`src/rtl/usb_sniffer_pkg.sv`:
```
// usb_sniffer_pkg: definitions shared by the FX2 write path.
//   wr_state_t - write scheduler state encoding (STREAM / FLUSH / TEST)
//   RNG_SEED   - seed of the test-pattern generator
//   LFSR_INIT  - first test word, rng_next(RNG_SEED) = 16'hABE7
//   rng_next() - xorshift16 step with shifts (<<7, >>9, <<8)
package usb_sniffer_pkg;

  typedef enum logic [1:0] {
    ST_STREAM = 2'd0,
    ST_FLUSH  = 2'd1,
    ST_TEST   = 2'd2
  } wr_state_t;

  localparam logic [15:0] RNG_SEED = 16'h6c41;

  function automatic logic [15:0] rng_next(input logic [15:0] x);
    logic [15:0] y;
    y = x ^ (x << 7);
    y = y ^ (y >> 9);
    y = y ^ (y << 8);
    return y;
  endfunction

  localparam logic [15:0] LFSR_INIT = rng_next(RNG_SEED);

endpackage

```
`src/rtl/fx2_test_lfsr.sv`:
```
// fx2_test_lfsr: test-pattern word generator for the FX2 write path.
//   clk_i   - interface clock
//   reset_i - asynchronous active-high reset, returns data_o to LFSR_INIT
//   load_i  - hold the generator at LFSR_INIT (used outside test mode)
//   step_i  - advance one xorshift16 step (a test word was just written)
//   data_o  - current test word
module fx2_test_lfsr
  import usb_sniffer_pkg::*;
(
  input  logic        clk_i,
  input  logic        reset_i,
  input  logic        load_i,
  input  logic        step_i,
  output logic [15:0] data_o
);

  logic [15:0] lfsr_reg;

  always_ff @(posedge clk_i or posedge reset_i) begin
    if (reset_i) begin
      lfsr_reg <= LFSR_INIT;
    end else if (load_i) begin
      lfsr_reg <= LFSR_INIT;
    end else if (step_i) begin
      lfsr_reg <= rng_next(lfsr_reg);
    end
  end

  assign data_o = lfsr_reg;

endmodule

```
`src/rtl/fx2_wr_sched.sv`:
```
// fx2_wr_sched: write scheduler for the FX2 slave-FIFO port.
// Shares the FX2 write bus between the capture stream, a status word
// (higher priority) and the test-pattern generator, and decides when to
// commit a short packet with PKTEND (explicit flush or idle timeout).
//   clk_i        - FX2 interface clock
//   reset_i      - asynchronous active-high reset
//   test_i       - test-pattern mode request (level)
//   flush_i      - one-cycle short-packet commit request
//   full_i       - FX2 FIFO full flag
//   str_data_i / str_valid_i / str_ready_o - capture stream handshake
//   sts_data_i / sts_req_i / sts_ack_o     - status word handshake
//   slwr_o, pktend_o, fd_o                 - FX2 write strobe, packet end, data
//   wcnt_o       - words in the current packet
module fx2_wr_sched
  import usb_sniffer_pkg::*;
#(
  parameter int W            = 16,
  parameter int PKT_WORDS    = 256,
  parameter int IDLE_TIMEOUT = 1024
) (
  input  logic                         clk_i,
  input  logic                         reset_i,
  input  logic                         test_i,
  input  logic                         flush_i,
  input  logic                         full_i,
  input  logic [W-1:0]                 str_data_i,
  input  logic                         str_valid_i,
  output logic                         str_ready_o,
  input  logic [W-1:0]                 sts_data_i,
  input  logic                         sts_req_i,
  output logic                         sts_ack_o,
  output logic                         slwr_o,
  output logic                         pktend_o,
  output logic [W-1:0]                 fd_o,
  output logic [$clog2(PKT_WORDS)-1:0] wcnt_o
);

  localparam int CW = $clog2(PKT_WORDS);
  localparam int IW = $clog2(IDLE_TIMEOUT) + 1;
  // idle_reg holds this value in the cycle that brings it to IDLE_TIMEOUT-1
  localparam logic [IW-1:0] IDLE_LAST = IW'(IDLE_TIMEOUT - 2);

  wr_state_t     state_reg;
  logic [CW-1:0] wcnt_reg;
  logic [CW-1:0] wcnt_next;
  logic [IW-1:0] idle_reg;
  logic          flush_pend_reg;
  logic [15:0]   lfsr_q;

  logic sts_wr;
  logic str_wr;
  logic test_wr;
  logic pkt_end;
  logic any_wr;
  logic idle_hit;

  // Write/commit decode for the current cycle; purely combinational so a
  // falling full flag produces a write in the same cycle.
  always_comb begin
    sts_wr  = 1'b0;
    str_wr  = 1'b0;
    test_wr = 1'b0;
    pkt_end = 1'b0;
    case (state_reg)
      ST_STREAM: begin
        if (!full_i) begin
          if (sts_req_i)        sts_wr = 1'b1;
          else if (str_valid_i) str_wr = 1'b1;
        end
      end
      ST_FLUSH: pkt_end = !full_i;
      ST_TEST:  test_wr = !full_i;
      default: ;
    endcase
  end

  assign any_wr    = sts_wr | str_wr | test_wr;
  assign wcnt_next = wcnt_reg + CW'(any_wr);
  assign idle_hit  = !any_wr && (wcnt_reg != '0) && (idle_reg == IDLE_LAST);

  // Outputs are gated by reset so they read 0 while reset is held, even
  // with live requests on the inputs.
  always_comb begin
    str_ready_o = str_wr & ~reset_i;
    sts_ack_o   = sts_wr & ~reset_i;
    slwr_o      = any_wr & ~reset_i;
    pktend_o    = pkt_end & ~reset_i;
    fd_o        = '0;
    if (!reset_i) begin
      if (sts_wr)       fd_o = sts_data_i;
      else if (str_wr)  fd_o = str_data_i;
      else if (test_wr) fd_o = W'(lfsr_q);
    end
  end

  assign wcnt_o = wcnt_reg;

  always_ff @(posedge clk_i or posedge reset_i) begin
    if (reset_i) begin
      state_reg      <= ST_STREAM;
      wcnt_reg       <= '0;
      idle_reg       <= '0;
      flush_pend_reg <= 1'b0;
    end else begin
      case (state_reg)
        ST_STREAM: begin
          wcnt_reg <= wcnt_next;
          if (any_wr || wcnt_reg == '0) idle_reg <= '0;
          else                          idle_reg <= idle_reg + 1'b1;
          if (flush_pend_reg) begin
            // Nothing to commit: either the packet is empty or this
            // cycle's write fills it and the FX2 commits it on its own.
            if (wcnt_reg == '0 || wcnt_next == '0) flush_pend_reg <= 1'b0;
            else                                   state_reg      <= ST_FLUSH;
          end else begin
            if (flush_i || idle_hit) flush_pend_reg <= 1'b1;
            if (test_i && !any_wr)   state_reg      <= ST_TEST;
          end
        end
        ST_FLUSH: begin
          if (!full_i) begin
            state_reg      <= ST_STREAM;
            wcnt_reg       <= '0;
            idle_reg       <= '0;
            flush_pend_reg <= 1'b0;
          end
        end
        ST_TEST: begin
          idle_reg       <= '0;
          flush_pend_reg <= 1'b0;
          if (!test_i) begin
            state_reg <= ST_STREAM;
            wcnt_reg  <= '0;
          end else begin
            wcnt_reg <= wcnt_next;
          end
        end
        default: state_reg <= ST_STREAM;
      endcase
    end
  end

  fx2_test_lfsr u_lfsr (
    .clk_i   (clk_i),
    .reset_i (reset_i),
    .load_i  (state_reg != ST_TEST),
    .step_i  (test_wr),
    .data_o  (lfsr_q)
  );

endmodule
```
`config.mk`:
```
export PLATFORM = sky130hd
export DESIGN_NAME = fx2_wr_sched
export DESIGN_NICKNAME = d
export VERILOG_FILES = /design/src/rtl/usb_sniffer_pkg.sv /design/src/rtl/fx2_test_lfsr.sv /design/src/rtl/fx2_wr_sched.sv
export SDC_FILE = /design/constraint.sdc
export NUM_CORES = 1
export LEC_CHECK = 0
export ABC_AREA = 1
export ABC_CLOCK_PERIOD_IN_PS = 3650
export CAP_MARGIN = 0
export CELL_PAD_IN_SITES_DETAIL_PLACEMENT = 0
export CELL_PAD_IN_SITES_GLOBAL_PLACEMENT = 2
export CORE_ASPECT_RATIO = 1.75
export CORE_MARGIN = 3
export CORE_UTILIZATION = 29
export DETAILED_ROUTE_END_ITERATION = 12
export PLACE_DENSITY_LB_ADDON = 0.1
export SLEW_MARGIN = 20
export SYNTH_ARGS = -nofsm -noshare
export SYNTH_HDL_FRONTEND = slang
export SYNTH_SLANG_ARGS = --single-unit
```
`constraint.sdc`:
```
create_clock -name clk_i -period 3.65 [get_ports clk_i]
set_input_delay 0.5475 -clock clk_i [delete_from_list [all_inputs] [get_ports clk_i]]
set_output_delay 0.5475 -clock clk_i [all_outputs]
set_load 0.005 [all_outputs]
```
* Yosys cells after proc, flatten, opt, wreduce, memory -nomap -nowiden
Index checks and enable logic that the tools add are counted.
Word-level totals: output and inout bits 28, flip-flop bits (word level) 38, input port bits 39, word-level logic and storage cells 73
Cells by class: $add $sub $neg 2, mux-type cells 32, reduce and logical (&&, ||, !) cells 16, equal/unequal tests 8, bitwise operators 10
Operator list (count):
- two-way mux 16 bit | 6
- case mux 11 bit (3 select lines) | 1
- XOR 16 bit | 2
- case mux 8 bit (3 select lines) | 1
- two-way mux 11 bit | 2
- logical NOT 8 bit | 2
- two-way mux 8 bit | 2
- XOR 16 x 7 -> 16 bit | 1
- two-way mux 1 bit | 13
- adder 11 x 1 -> 11 bit, second input constant | 1
- == test 11 x 10 -> 1 bit, second input constant | 1
- two-way mux 2 bit | 5
- adder 8 x 1 -> 8 bit | 1
- nonzero test 8 bit | 1
- != test 2 bit, second input constant | 3
- != test 3 bit, second input constant | 2
- case mux 2 bit (3 select lines) | 1
- AND 1 bit | 4
- AND reduction 4 bit | 1
- logical AND 1 bit | 3
- logical OR 1 bit | 3
- case mux 1 bit (3 select lines) | 1
- nonzero test 3 bit | 1
- == test 2 x 1 -> 1 bit, second input constant | 1
- 7 further kinds | 9

* Depth between registers and ports, before layout
depth in word-level cells 13, depth in mapped cells 19, mapped depth without buffers 19

* By module
From an unflattened synthesis, not the netlist that was laid out.
Unflattened totals: cells, all modules 425, area, all modules 2796.4 µm²
Modules (own cells, without submodules):
- fx2_wr_sched | cells an instance 276, area each 1760.4 µm², instances 1, sequential area each 550.5 µm²
- fx2_test_lfsr | cells an instance 149, area each 1036.0 µm², instances 1, sequential area each 414.1 µm²

* Worst setup path after synthesis
OpenSTA, ideal clock, no wires.
path kind input to output, start input port reset_i, end output port fd_o[10], stages 5, data arrival time 1.977 ns, required time 3.102 ns, setup slack 1.125 ns, cells stage by stage clkinv_1 nand2_1 inv_1 nand2_1 nand3_1
Between the ends: word-level cells in the longest chain between the ends 1
RTL lines:
- start: declaration | line fx2_wr_sched.sv:22 | input logic reset_i,
- two-way mux 16 bit | line fx2_wr_sched.sv:89 | if (!reset_i) begin
- end: declaration | line fx2_wr_sched.sv:34 | output logic [W-1:0] fd_o,
Every way passes these cells.

* Worst setup path in the final report
start input port full_i, end output port fd_o[12]
Between the ends: word-level cells in the longest chain between the ends 6, elaborated cells between the ends (all ways) 10, classes of those cells mux (9); reduce/logical (1)
RTL lines:
- start: declaration | line fx2_wr_sched.sv:25 | input logic full_i,
- logical NOT 1 bit
- two-way mux 1 bit | line fx2_wr_sched.sv:64 | case (state_reg)
- two-way mux 16 bit | line fx2_wr_sched.sv:92 | else if (test_wr) fd_o = W'(lfsr_q);
- two-way mux 16 bit | line fx2_wr_sched.sv:91 | else if (str_wr) fd_o = str_data_i;
- two-way mux 16 bit * | line fx2_wr_sched.sv:90 | if (sts_wr) fd_o = sts_data_i;
- two-way mux 16 bit * | line fx2_wr_sched.sv:89
Every way passes the cells marked *; elsewhere a longest branch is shown, timed or not.

==> reports/qor.txt <==
Power per cell area - 599 nW/um^2
Antenna viol nets, final - 0
Die extent in y - 130 microns
H-tree Lvls - 2
Post-Place Cells - 536
Placement Setup Slack - 0.543 ns
Worst vdd ir - 0.321 mV
Int Pwr - 1240 uW
Remaining DRCs - 0
Power share of the clock group - 0.205
Worst-path maximum fanout - 11
Die X-Extent - 76.8 microns
Final Hold Fails - 0
Later-pin clock latency in the skew report - 0.28 ns
Top cell type's share of synthesized area - 0.265
Fraction of layout cells with a size suffix above 1 - 0.100
Final WS setup - 0.563 ns
Vias in the first global route - 2,511
First-pass GRT wire length - 12.1 mm
Startpoint types - input pin
CP max stage delay - 0.53 ns
Clock Sinks - 38
Critical Path Start - full_i
Syn-to-layout area delta - 38.3%
R2R depth - 17
Synth Flop Type - dfrtp_1
Clk pin slew, worst setup/hold paths - 0.06 ns
Ranking of synthesized cells by area - dfrtp_1, nand2_1, dfstp_2
FFs w/ async S/R, synth - 1.00
Final Non-Filler Cells - 544
Combinational fraction of design power - 0.468
Pins Over Slew Limit - 0
Layout Cell Area excl Fill - 3520 sq um
Aggregate routed wire length - 7.34 mm
CP endpoint kind - primary output
Cell Area, Synth - 2540 sq um
Io pins - 67
Min Hold Slack - 0.472 ns
Worst min path class - flip-flop to flip-flop
Status - finished, final reports clean
Die area - 9980 sq um
WP data arrival - 2.54 ns
Placed Area - 3380 sq um
Post-DP HPWL - 6.00 mm
CP required - 3.10 ns
Syn Area/Cell - 7.21 sq um
ANT cells - 0
Max Cap Viol - 0
Sequential element share of the synthesized area - 0.379
Tcrit/Tclk final - 0.846
Port buffer count - 66
Synthesized Nets - 400
Worst Skew - 0.00649 ns
FMAX - 0.324 GHz
Pin count of the biggest net entering global routing - 18
Sequential power share - 0.328
Worst-Margin Slew - 0.799 ns
Switch Pwr - 874 uW
Drt first pass iters - 4
CP max-delay cell - clkdlybuf4s50_1
CTS Buf Count - 5
Clock root cell - clkbuf_16
Cts hold-fix bufs - 0
Endpoints failing setup - 0
GPL Wtd Cong - 0.755
Leading area contributor after synthesis - dfrtp_1
Iteration-0 DRC Markers - 84
Post-CTS setup buffer count - 0
CORE AREA - 8420 sq um
Max reg flops - 16
RSZ-0062 raised after global routing - false
Setup_tns - 0 ns
Fin nets - 475
Yosys reg bits - 38
R2R setup slack - 1.00 ns
Number of synthesized flops with an enable pin - 0
Worst setup path endpoint - fd_o[12]
Final Critical Period - 3.09 ns
TritonCTS clock tree - yes
Total track usage - 0.153
Vias per inst - 4.55
RR Endpoint - state_reg[0]
Unique masters post-synth - 33
Initial antenna violation count - 0
Total gr overflow - 0
YS warnings - 0
Slew margin rel. - 0.465
CTS Buffer Depth - 2
R2r startpoint - state_reg[0]
Num rows - 44
Leakage power - 0.00150 uW
Post-CTS Resized - 0
Post-Syn Instances - 353
Crit Path Category - input pin to primary output
Via Count - 2,475
Initial core utilization - 0.302
WL/cell - 13.5 microns
Switch share - 0.414
Cells along the critical path - clkdlybuf4s50_1 > nor2_2 > nand2_1 > nor2_2 > buf_4 > nand2_1 > a31oi_1 > clkdlybuf4s50_1
## metal layers
layer / GRT usage / wire [microns] / vias to the layer above
li1: - / - / 1297
met1: 0.150 / 2730 / 1128
met2: 0.317 / 4280 / 44
met3: 0.0290 / 231 / 6
met4: 0.0480 / 96 / 0
met5: 0 / 0 / -
## power by group through the flow
stage	clock, uW	combinational (uW)	sequential (uW)
after global routing	464	1130	708
after CTS	446	1010	693
after floorplan	0	685	658
after global placement	0	1000	700
after detailed placement	0	999	699
final	432	986	691
## cells in the mapped netlist, types with 8 or more instances
cell type and n:
a21oi_1 18, ha_1 8, o21ai_0 21, nor2_1 26, o22ai_1 8, xnor2_1 9
xor2_1 10, inv_1 50, a31oi_1 13, nand2_1 94, dfstp_2 11, dfrtp_1 27
nand3_1 22
## worst min path at each step
stage | startpoint | endpoint | slack [ns] | cells past startpoint
2_1_floorplan | idle_reg[9] | idle_reg[9] | 0.43 | 1
3_3_place_gp | idle_reg[9] | idle_reg[9] | 0.46 | 1
3_5_place_dp | idle_reg[9] | idle_reg[9] | 0.46 | 1
4_1_cts | idle_reg[9] | idle_reg[9] | 0.47 | 1
5_1_grt | idle_reg[9] | idle_reg[9] | 0.51 | 1
6_report | idle_reg[9] | idle_reg[9] | 0.47 | 1
## cell usage in the layout (no fill, tap or decap), types with 2 or more instances in the layout
master and count:
ha_1 8, nand2_1 94, nor3_1 3, xor2_1 10, a21oi_2 2, clkdlybuf4s50_1 66, dfstp_2 11, nor3b_1 2
buf_4 9, xnor2_1 9, nand3_1 22, clkbuf_16 5, inv_2 2, or2_2 2, o22ai_1 8, a31oi_1 13
nand4_1 4, nor2_2 4, nand2_2 2, dfrtp_1 27, a21oi_1 18, inv_1 50, o21ai_0 21, nor2_1 26
## stage by stage
step,total power [uW],util
2_1_floorplan,1340,-
3_3_place_gp,1700,0.401
3_5_place_dp,1700,0.401
4_1_cts,2150,0.418
5_1_grt,2300,0.418
6_report,2110,0.418
## area by class of cell
cell class	count	area [sq um]
clock buffers	6	129
clock inverters	2	13.8
fillers	927	4900
inverters	53	199
multi-input cells	255	1340
flip-flops and latches	38	965
well taps	115	144
repair buffers	75	728
## worst max-delay path: cells and delay by family
kind | cells | cell delay (ns)
AO/OA/AOI/OAI | 1 | 0.16
AND/OR/NAND/NOR | 4 | 0.55
buffers and inverters | 3 | 1.27
## logic make-up (layout without fill, tap and decap cells)
group | after synthesis | in the layout | synth area share
simple gates | 161 | 161 | 0.271
compound gates | 67 | 67 | 0.151
buf+inv | 60 | 136 | 0.0934
flops | 38 | 38 | 0.379
xor+xnor | 19 | 19 | 0.0654
fa+ha+maj | 8 | 8 | 0.0393
Power figures use the tool's default switching activity.
